`src/rtl/sad_if.sv`:
```
// sad_if: sample-in / result-out bundle for the SAD accumulator.
// The upstream/consumer side uses the master modport, the accumulator uses slave.
interface sad_if #(
   parameter int N       = 8,
   parameter int COUNT_W = 4
);
   // Sample side
   logic                   in_valid;
   logic                   in_ready;
   logic [N-1:0]           diff;
   logic                   borrow;
   logic [COUNT_W-1:0]     len;
   logic                   flush;
   // Result side
   logic                   out_valid;
   logic                   out_ready;
   logic [N+COUNT_W-1:0]   sad;
   logic [COUNT_W:0]       neg_count;

   modport master (
      output in_valid, diff, borrow, len, flush, out_ready,
      input  in_ready, out_valid, sad, neg_count
   );

   modport slave (
      input  in_valid, diff, borrow, len, flush, out_ready,
      output in_ready, out_valid, sad, neg_count
   );
endinterface

```
`src/rtl/sad_accumulator.sv`:
```
// sad_accumulator: sums |A-B| magnitudes and counts negative differences over
// a block of programmable length, then holds the totals on a valid/ready port
// until the consumer takes them.
module sad_accumulator #(
   parameter int N       = 8,
   parameter int COUNT_W = 4
) (
   input  logic  clk,
   input  logic  rst,
   sad_if.slave  bus_io
);
   // The sum of 2^COUNT_W samples of at most 2^N-1 always fits in N+COUNT_W bits.
   localparam int ACC_W = N + COUNT_W;
   localparam int CNT_W = COUNT_W + 1;

   localparam logic [CNT_W-1:0] CNT_ZERO = {CNT_W{1'b0}};
   localparam logic [CNT_W-1:0] CNT_ONE  = {{COUNT_W{1'b0}}, 1'b1};
   // len==0 encodes a full block of 2^COUNT_W samples.
   localparam logic [CNT_W-1:0] CNT_FULL = {1'b1, {COUNT_W{1'b0}}};
   localparam logic [ACC_W-1:0] ACC_ZERO = {ACC_W{1'b0}};

   typedef enum logic [1:0] {
      ST_IDLE  = 2'b00,
      ST_ACCUM = 2'b01,
      ST_DONE  = 2'b10
   } state_t;

   state_t             state_q,  state_d;
   logic [ACC_W-1:0]   acc_q,    acc_d;
   logic [CNT_W-1:0]   neg_q,    neg_d;
   logic [CNT_W-1:0]   cnt_q,    cnt_d;
   logic [CNT_W-1:0]   target_q, target_d;
   logic [ACC_W-1:0]   sad_q,    sad_d;
   logic [CNT_W-1:0]   negcnt_q, negcnt_d;

   logic               in_ready_s;
   logic               in_accept_s;
   logic               out_accept_s;
   logic [ACC_W-1:0]   diff_ext_s;
   logic [CNT_W-1:0]   borrow_ext_s;
   logic [CNT_W-1:0]   len_target_s;
   logic [ACC_W-1:0]   acc_sum_s;
   logic [CNT_W-1:0]   neg_sum_s;
   logic [CNT_W-1:0]   cnt_inc_s;

   // Handshake decode: ready/valid come from the state register only.
   assign in_ready_s   = (state_q != ST_DONE);
   assign in_accept_s  = bus_io.in_valid & in_ready_s;
   assign out_accept_s = (state_q == ST_DONE) & bus_io.out_ready;

   // Operand extension and the per-sample running sums.
   assign diff_ext_s   = {{COUNT_W{1'b0}}, bus_io.diff};
   assign borrow_ext_s = {{COUNT_W{1'b0}}, bus_io.borrow};
   assign len_target_s = (bus_io.len == {COUNT_W{1'b0}}) ? CNT_FULL
                                                         : {1'b0, bus_io.len};
   assign acc_sum_s    = acc_q + diff_ext_s;
   assign neg_sum_s    = neg_q + borrow_ext_s;
   assign cnt_inc_s    = cnt_q + CNT_ONE;

   // Next-state and datapath update for the IDLE/ACCUM/DONE block sequencer.
   always_comb begin
      state_d  = state_q;
      acc_d    = acc_q;
      neg_d    = neg_q;
      cnt_d    = cnt_q;
      target_d = target_q;
      sad_d    = sad_q;
      negcnt_d = negcnt_q;

      case (state_q)
         ST_IDLE: begin
            // flush is meaningless here; a same-cycle sample starts a block.
            if (in_accept_s) begin
               target_d = len_target_s;
               acc_d    = diff_ext_s;
               neg_d    = borrow_ext_s;
               cnt_d    = CNT_ONE;
               if (len_target_s == CNT_ONE) begin
                  state_d  = ST_DONE;
                  sad_d    = diff_ext_s;
                  negcnt_d = borrow_ext_s;
               end else begin
                  state_d  = ST_ACCUM;
               end
            end else begin
               state_d = ST_IDLE;
            end
         end

         ST_ACCUM: begin
            // flush beats a simultaneous sample: the partial block is thrown away.
            if (bus_io.flush) begin
               state_d = ST_IDLE;
               acc_d   = ACC_ZERO;
               neg_d   = CNT_ZERO;
               cnt_d   = CNT_ZERO;
            end else if (in_accept_s) begin
               acc_d = acc_sum_s;
               neg_d = neg_sum_s;
               cnt_d = cnt_inc_s;
               if (cnt_inc_s == target_q) begin
                  state_d  = ST_DONE;
                  sad_d    = acc_sum_s;
                  negcnt_d = neg_sum_s;
               end else begin
                  state_d  = ST_ACCUM;
               end
            end else begin
               state_d = ST_ACCUM;
            end
         end

         ST_DONE: begin
            // Result is held until taken; flush never discards it.
            if (out_accept_s) begin
               state_d = ST_IDLE;
            end else begin
               state_d = ST_DONE;
            end
         end

         default: begin
            state_d = ST_IDLE;
            acc_d   = ACC_ZERO;
            neg_d   = CNT_ZERO;
            cnt_d   = CNT_ZERO;
         end
      endcase
   end

   // State and datapath registers; reset clears everything without a clock.
   always_ff @(posedge clk or posedge rst) begin
      if (rst) begin
         state_q  <= ST_IDLE;
         acc_q    <= ACC_ZERO;
         neg_q    <= CNT_ZERO;
         cnt_q    <= CNT_ZERO;
         target_q <= CNT_ZERO;
         sad_q    <= ACC_ZERO;
         negcnt_q <= CNT_ZERO;
      end else begin
         state_q  <= state_d;
         acc_q    <= acc_d;
         neg_q    <= neg_d;
         cnt_q    <= cnt_d;
         target_q <= target_d;
         sad_q    <= sad_d;
         negcnt_q <= negcnt_d;
      end
   end

   assign bus_io.in_ready  = in_ready_s;
   assign bus_io.out_valid = (state_q == ST_DONE);
   assign bus_io.sad       = sad_q;
   assign bus_io.neg_count = negcnt_q;

endmodule
```
`src/flat_wrapper.sv`:
```
// flat-port wrapper written by rule: the top's interface ports become plain ports
module sad_accumulator_flat 
#(
   parameter int N       = 8,
   parameter int COUNT_W = 4
)
  (clk, rst, bus_io_in_valid, bus_io_diff, bus_io_borrow, bus_io_len, bus_io_flush, bus_io_out_ready, bus_io_in_ready, bus_io_out_valid, bus_io_sad, bus_io_neg_count);
  sad_if #(.N(N), .COUNT_W(COUNT_W)) bus_io_i ();
  input  logic clk;
  input  logic rst;
  input wire logic [$bits(bus_io_i.in_valid)-1:0] bus_io_in_valid;
  input wire logic [$bits(bus_io_i.diff)-1:0] bus_io_diff;
  input wire logic [$bits(bus_io_i.borrow)-1:0] bus_io_borrow;
  input wire logic [$bits(bus_io_i.len)-1:0] bus_io_len;
  input wire logic [$bits(bus_io_i.flush)-1:0] bus_io_flush;
  input wire logic [$bits(bus_io_i.out_ready)-1:0] bus_io_out_ready;
  output wire logic [$bits(bus_io_i.in_ready)-1:0] bus_io_in_ready;
  output wire logic [$bits(bus_io_i.out_valid)-1:0] bus_io_out_valid;
  output wire logic [$bits(bus_io_i.sad)-1:0] bus_io_sad;
  output wire logic [$bits(bus_io_i.neg_count)-1:0] bus_io_neg_count;
  assign bus_io_i.in_valid = bus_io_in_valid;
  assign bus_io_i.diff = bus_io_diff;
  assign bus_io_i.borrow = bus_io_borrow;
  assign bus_io_i.len = bus_io_len;
  assign bus_io_i.flush = bus_io_flush;
  assign bus_io_i.out_ready = bus_io_out_ready;
  assign bus_io_in_ready = bus_io_i.in_ready;
  assign bus_io_out_valid = bus_io_i.out_valid;
  assign bus_io_sad = bus_io_i.sad;
  assign bus_io_neg_count = bus_io_i.neg_count;
  sad_accumulator #(.N(N), .COUNT_W(COUNT_W)) u_core (.clk(clk), .rst(rst), .bus_io(bus_io_i));
endmodule
```
`config.mk`:
```
export PLATFORM = sky130hd
export DESIGN_NAME = sad_accumulator_flat
export DESIGN_NICKNAME = d
export VERILOG_FILES = /design/src/rtl/sad_if.sv /design/src/rtl/sad_accumulator.sv /design/src/flat_wrapper.sv
export SDC_FILE = /design/constraint.sdc
export NUM_CORES = 1
export LEC_CHECK = 0
export ABC_AREA = 1
export CAP_MARGIN = 10
export CORE_MARGIN = 2
export CORE_UTILIZATION = 55
export DETAILED_ROUTE_END_ITERATION = 8
export PLACE_DENSITY_LB_ADDON = 0.08
export SYNTH_ARGS = -nofsm -noshare
export SYNTH_HDL_FRONTEND = slang
export SYNTH_SLANG_ARGS = --single-unit
```
`constraint.sdc`:
```
create_clock -name clk -period 2.6 [get_ports clk]
set_clock_uncertainty 0.15 [all_clocks]
set_input_delay 0.26 -clock clk [delete_from_list [all_inputs] [get_ports clk]]
set_output_delay 0.26 -clock clk [all_outputs]
set_load 0.02 [all_outputs]
```
==> results of run 1 <==
-- power by group through the flow --
stage | combinational [mW] | clock (mW) | sequential [mW]
after floorplan | 0.974 | 0 | 1.11
after global placement | 1.43 | 0 | 1.04
after detailed placement | 1.46 | 0 | 1.05
after CTS | 1.47 | 0.464 | 1.04
after global routing | 1.66 | 0.501 | 1.06
final | 1.47 | 0.460 | 1.04
-- cells in the final DEF (no fill, tap or decap) --
master / n
a22o_1: 3
o21ai_2: 1
clkinvlp_4: 2
nor3_1: 1
inv_2: 1
nor2_8: 1
nand2_4: 3
nand3b_1: 5
o211ai_1: 1
buf_4: 2
o22ai_1: 4
inv_1: 37
clkdlybuf4s50_1: 36
nand4_1: 6
a21oi_1: 8
inv_6: 1
nand3_1: 39
nor2_4: 3
inv_4: 3
nand2_2: 3
fa_1: 1
xor2_1: 4
o21ai_0: 17
nand2_1: 145
nor2_1: 10
o21ai_1: 3
xnor2_1: 3
o2111ai_1: 1
dfrtp_1: 46
nor2_2: 4
ha_1: 11
buf_12: 1
a22oi_1: 1
clkbuf_8: 5
-- critical path: stages, from the launching register on --
cell	delay, ns
dfrtp_1	0.45
ha_1	0.35
xnor2_1	0.14
nand3_1	0.11
nor2_2	0.11
nand4_1	0.12
nand2_2	0.23
nand2_4	0.18
nand2_1	0.12
nand2_1	0.05
-- layout make-up --
| class | count | area, um2 | area share |
|---|---|---|---|
| repair buffers | 39 | 395 | 0.119 |
| well taps | 67 | 83.8 | 0.0253 |
| clock buffers | 5 | 68.8 | 0.0208 |
| multi-input cells | 278 | 1430 | 0.432 |
| clock inverters | 3 | 23.8 | 0.00717 |
| flip-flops and latches | 46 | 1150 | 0.347 |
| inverters | 41 | 161 | 0.0487 |
-- cells by family after synthesis --
family                     synth area share
and+or+nand+nor                       0.355
buffers and inverters                0.0724
DFF                                   0.413
AOI/OAI and AO/OA                    0.0805
adders and majority gates            0.0566
xor gates and xnor gates             0.0220
-- layer usage --
layer,wire length [um],vias to the layer above,part of all wire,track usage
met5,0,-,0,0
met4,69,0,0.011,0.0604
met3,321,9,0.052,0.0402
met2,2840,62,0.46,0.400
met1,2930,1133,0.48,0.353
li1,-,1276,-,-
-- through the flow --
step	setup slack [ns]	instances	power, mW	hold WS, ns
after CTS	0.456	479	2.97	0.166
final	0.478	479	2.97	0.147
after global placement	0.319	471	2.47	0.303
after detailed placement	0.223	471	2.51	0.308
after floorplan	0.726	370	2.08	0.227
after global routing	0.305	479	3.22	0.182
-- registers in the layout, indices dropped and copies added, names as in the netlist --
name	flops
u_core.cnt_q	5
u_core.bus_io.sad	12
u_core.state_q	2
u_core.bus_io.neg_count	5
u_core.neg_q	5
u_core.acc_q	12
u_core.target_q	5
-- worst paths after layout --
path                                                          end  slack, ns  cells after the start                         startpoint
setup / recovery                 u_core.bus_io.sad[4]$_DFFE_PP0P_       0.48                      9        u_core.cnt_q[0]$_DFFE_PP0P_
hold / removal             u_core.bus_io.neg_count[2]$_DFFE_PP0P_       0.15                      2                                rst
setup reg to reg                 u_core.bus_io.sad[4]$_DFFE_PP0P_       0.48                      9        u_core.cnt_q[0]$_DFFE_PP0P_
hold reg to reg                 u_core.bus_io.sad[11]$_DFFE_PP0P_       0.33                      2  u_core.bus_io.sad[11]$_DFFE_PP0P_
max in group asynchronous             u_core.state_q[1]$_DFF_PP0_       1.65                      3                                rst
min in group clk                u_core.bus_io.sad[11]$_DFFE_PP0P_       0.33                      2  u_core.bus_io.sad[11]$_DFFE_PP0P_
==> impl_metrics.py, run 1 <==
metrics = {
    "synthesis": {
        "ys_top_cells_by_count": "nand2_1 (145), dfrtp_1 (46), nand3_1 (39)",
        "yosysTopAreaCell": "dfrtp_1",
        "synth_area_leaders": "dfrtp_1 (41%), nand2_1 (20%), nand3_1 (7.0%)",
        "synth-edff-count": 0,
        "synth_seq_cells": 46,
        "postSynthAreaPerCell_um2": 7.52,
        "ys_warn_count": 0,
        "synth.most_common_cell": "nand2_1",
        "postSynth.asyncResetShare": 1.00,
        "syn-num-nets": 400,
        "netlist.area_leader.share": 0.413,
        "yosys.cell_types.count": 31,
        "ys_seq_area_frac": 0.413,
        "syn-cell-area_mm2": 0.00278,
        "synth-main-ff-cell": "dfrtp_1",
        "synthCells": 370,
    },
    "drt": {
        "vias": 2480,
        "routed_wl_um": 6160,
        "first_pass_iters": 4,
        "avgRoutedWirePerCell_um": 12.9,
        "drt_first_iter_violations": 159,
        "viasPerCell": 5.18,
        "post-route-drc-count": 0,
        "ant_nets": 0,
    },
    "critical_path": {
        "cp_max_fo": 17,
        "critPathArrivalTime_ns": 2.18,
        "criticalPathCategory": "reg -> reg",
        "endpoint_kind": "flip-flop",
        "startpoint_type": "flip-flop",
        "required_ns": 2.65,
    },
    "place": {
        "routabilityCongestion": 0.829,
        "post_dp_cell_area_mm2": 0.00322,
        "port_buffers": 36,
        "hpwl_um": 4670,
    },
    "floorplanning": {
        "core_mm2": 0.00482,
        "die_h_um": 75.1,
        "fp.dieW_um": 75.1,
        "initial_utilization": 0.578,
        "num_rows": 25,
        "dieArea_mm2": 0.00565,
        "ios": 37,
    },
    "clocking": {
        "cts-buffers-inserted": 5,
        "clkTransAtPathRegs_ns": 0.09,
        "root_buffer": "clkbuf_8",
        "clockBufferDepth": 2,
        "cts.sinks": 46,
        "clk_latency_ns": 0.30,
        "htreeDepth": 2,
        "cts_resized": 0,
        "cts_hold_buf": 0,
        "cts_tree": "built",
        "cts_setup_buffers": 0,
    },
    "sta": {
        "setup_viol_count_final": 0,
        "final.period_utilization": 0.816,
        "hold_violations": 0,
        "max_freq_ghz": 0.471,
        "tightest_slew_ns": 0.506,
        "finalSetupTns_ns": 0,
        "grt_setup_unrepaired": "false",
        "min_period_ns": 2.12,
        "slew_viol_final": 0,
        "slew_headroom": 0.662,
    },
    "global_route": {
        "grt_pass1_wl_um": 10600,
        "antenna_found_initial": 0,
        "overflow": 0,
        "grt_pass1_vias": 2278,
        "grt_max_degree": 25,
        "grt_use_total": 0.248,
    },
    "power_and_ir_drop": {
        "power_density_mw_per_mm2": 895,
        "power_switching_share": 0.445,
        "pwr-share-comb": 0.496,
        "power_leakage_nw": 1.70,
        "p_sw_mw": 1.32,
        "pwr-share-clk": 0.155,
        "seqPwrFrac": 0.349,
        "peakVddDrop_mv": 0.483,
        "intPower_mw": 1.65,
    },
    "cells_and_area": {
        "fin_util": 0.688,
        "layout-drive-gt1-share": 0.0728,
        "final_nets": 441,
        "area_growth_syn_to_layout_pct": 19.1,
        "fin_area_mm2": 0.00332,
        "insertedDiodeCount": 0,
        "fillCellCount": 435,
    },
    "run": {
        "maxCapViolations": 0,
    },
    "hold_path": {
        "hold_class": "in -> async",
    },
    "run_status": {
        "status": "finished clean",
    },
}
Power figures use the tool's default switching activity.
==> inputs of run 2 (changes only) <==
==> constraint.sdc (replaced) <==
create_clock -name clk -period 2.1 [get_ports clk]
set_clock_uncertainty 0.15 [all_clocks]
set_input_delay 0.21 -clock clk [delete_from_list [all_inputs] [get_ports clk]]
set_output_delay 0.21 -clock clk [all_outputs]
set_load 0.02 [all_outputs]
==> run 2 against run 1 <==
Against the previous run:
- sequential share of layout area fell by 1.8 points
- via count rose by 5.8%
- die area did not move
- highest routed layer unchanged
- critical path type is now in -> reg
==> impl_metrics.py, run 2 (synthesized netlist as in run 1, its figures left out) <==
metrics = {
    "run_status": {
        "status": "finished clean",
    },
    "critical_path": {
        "critPathArrivalTime_ns": 2.11,
        "criticalPathCategory": "in -> reg",
        "endpoint_kind": "flip-flop",
        "required_ns": 2.20,
        "regToRegSetupSlack_ns": 0.10,
        "startpoint_type": "input pin",
        "cp_max_fo": 5,
    },
    "drt": {
        "viasPerCell": 5.26,
        "ant_nets": 0,
        "drt_first_iter_violations": 155,
        "first_pass_iters": 5,
        "routed_wl_um": 6620,
        "post-route-drc-count": 0,
        "avgRoutedWirePerCell_um": 13.3,
        "vias": 2624,
    },
    "floorplanning": {
        "fp.dieW_um": 75.1,
        "core_mm2": 0.00482,
        "dieArea_mm2": 0.00565,
        "ios": 37,
        "die_h_um": 75.1,
        "num_rows": 25,
        "initial_utilization": 0.578,
    },
    "place": {
        "place_ws_ns": -0.163,
        "dp_cells": 489,
        "routabilityCongestion": 0.919,
        "hpwl_um": 4840,
        "port_buffers": 36,
    },
    "clocking": {
        "cts.sinks": 46,
        "cts_tree": "built",
        "cts-buffers-inserted": 5,
        "clk_latency_ns": 0.31,
        "htreeDepth": 2,
        "root_buffer": "clkbuf_8",
        "clockBufferDepth": 2,
        "cts_hold_buf": 0,
        "clkTransAtPathRegs_ns": 0.09,
    },
    "cells_and_area": {
        "mostFrequentLayoutCell": "nand2_1",
        "layout-drive-gt1-share": 0.127,
        "area_growth_syn_to_layout_pct": 25.5,
        "final_cells": 499,
        "layout_common_cells": "nand2_1 (144), dfrtp_1 (46), nand3_1 (39)",
        "insertedDiodeCount": 0,
        "fin_util": 0.725,
        "final_nets": 461,
    },
    "global_route": {
        "grt_max_degree": 47,
        "grt_pass1_vias": 2482,
        "antenna_found_initial": 0,
        "grt_use_total": 0.254,
        "overflow": 0,
        "grt_pass1_wl_um": 11000,
    },
    "run": {
        "maxCapViolations": 0,
    },
    "power_and_ir_drop": {
        "power_leakage_nw": 1.80,
        "power_density_mw_per_mm2": 1110,
        "peakVddDrop_mv": 0.641,
    },
    "sta": {
        "final.period_utilization": 0.957,
        "setup_slack_ns": 0.0900,
        "max_freq_ghz": 0.498,
        "hold_violations": 0,
        "setup_viol_count_final": 0,
        "tightest_slew_ns": 0.326,
        "finalSetupTns_ns": 0,
        "slew_headroom": 0.781,
        "min_period_ns": 2.01,
        "slew_viol_final": 0,
    },
    "hold_path": {
        "hold_class": "in -> async",
    },
}
-- run 2: path summary, 6_finish.rpt --
path	from	to	cells past startpoint
max	bus_io_diff[7]	u_core.bus_io.sad[11]$_DFFE_PP0P_	10
min	rst	u_core.bus_io.neg_count[2]$_DFFE_PP0P_	3
max reg2reg	u_core.acc_q[7]$_DFFE_PP0P_	u_core.bus_io.sad[11]$_DFFE_PP0P_	9
min reg2reg	u_core.bus_io.neg_count[4]$_DFFE_PP0P_	u_core.bus_io.neg_count[4]$_DFFE_PP0P_	2
max in group asynchronous	rst	u_core.acc_q[1]$_DFFE_PP0P_	3
min in group clk	bus_io_len[1]	u_core.target_q[1]$_DFFE_PP0P_	3
-- run 2: report_power, final --
group	switching, mW	internal, mW	total [mW]
logic	1.21	0.822	2.04
registers	0.160	1.12	1.28
clock network	0.332	0.238	0.570
total	1.71	2.18	3.88
-- run 2: critical path, cell delays in order --
cell and delay (ns):
clkdlybuf4s50_1 0.47, ha_1 0.39, nand2_1 0.09, nor3_1 0.28, nand3_1 0.23, nand3_1 0.14, nand2_1 0.05, nand2_1 0.09
nand3_1 0.09, nand2_1 0.08
-- run 2: what timing repair did --
action                                  4_1_cts  5_1_grt
setup buffers                                 0        2
endpoints found under the setup margin        0       19
gates resized for setup                       0        7
-- run 2: per-stage QoR --
step | cell area (um2) | hold slack [ns] | power, mW
3_3_place_gp | 3360 | 0.303 | 3.19
6_report | 3490 | 0.0943 | 3.88
4_1_cts | 3450 | 0.105 | 3.81
3_5_place_dp | 3360 | 0.309 | 3.24
5_1_grt | 3490 | 0.120 | 4.17
2_1_floorplan | 2780 | 0.177 | 2.57
-- run 2: final cells by class --
type | count | area, um2
Clock buffer | 5 | 68.8
Clock inverter | 3 | 23.8
Fill cell | 426 | 1320
Inverter | 41 | 161
Multi-Input combinational cell | 278 | 1460
Sequential cell | 46 | 1150
Tap cell | 67 | 83.8
Timing Repair Buffer | 59 | 546
-- run 2: metal layers --
layer | wire length, um | up-vias | track usage | part of all wire
met4 | 146 | 0 | 0.0916 | 0.022
met1 | 3010 | 1205 | 0.334 | 0.45
met5 | 0 | - | 0 | 0
li1 | - | 1320 | - | -
met2 | 3060 | 85 | 0.424 | 0.46
met3 | 407 | 14 | 0.0428 | 0.061
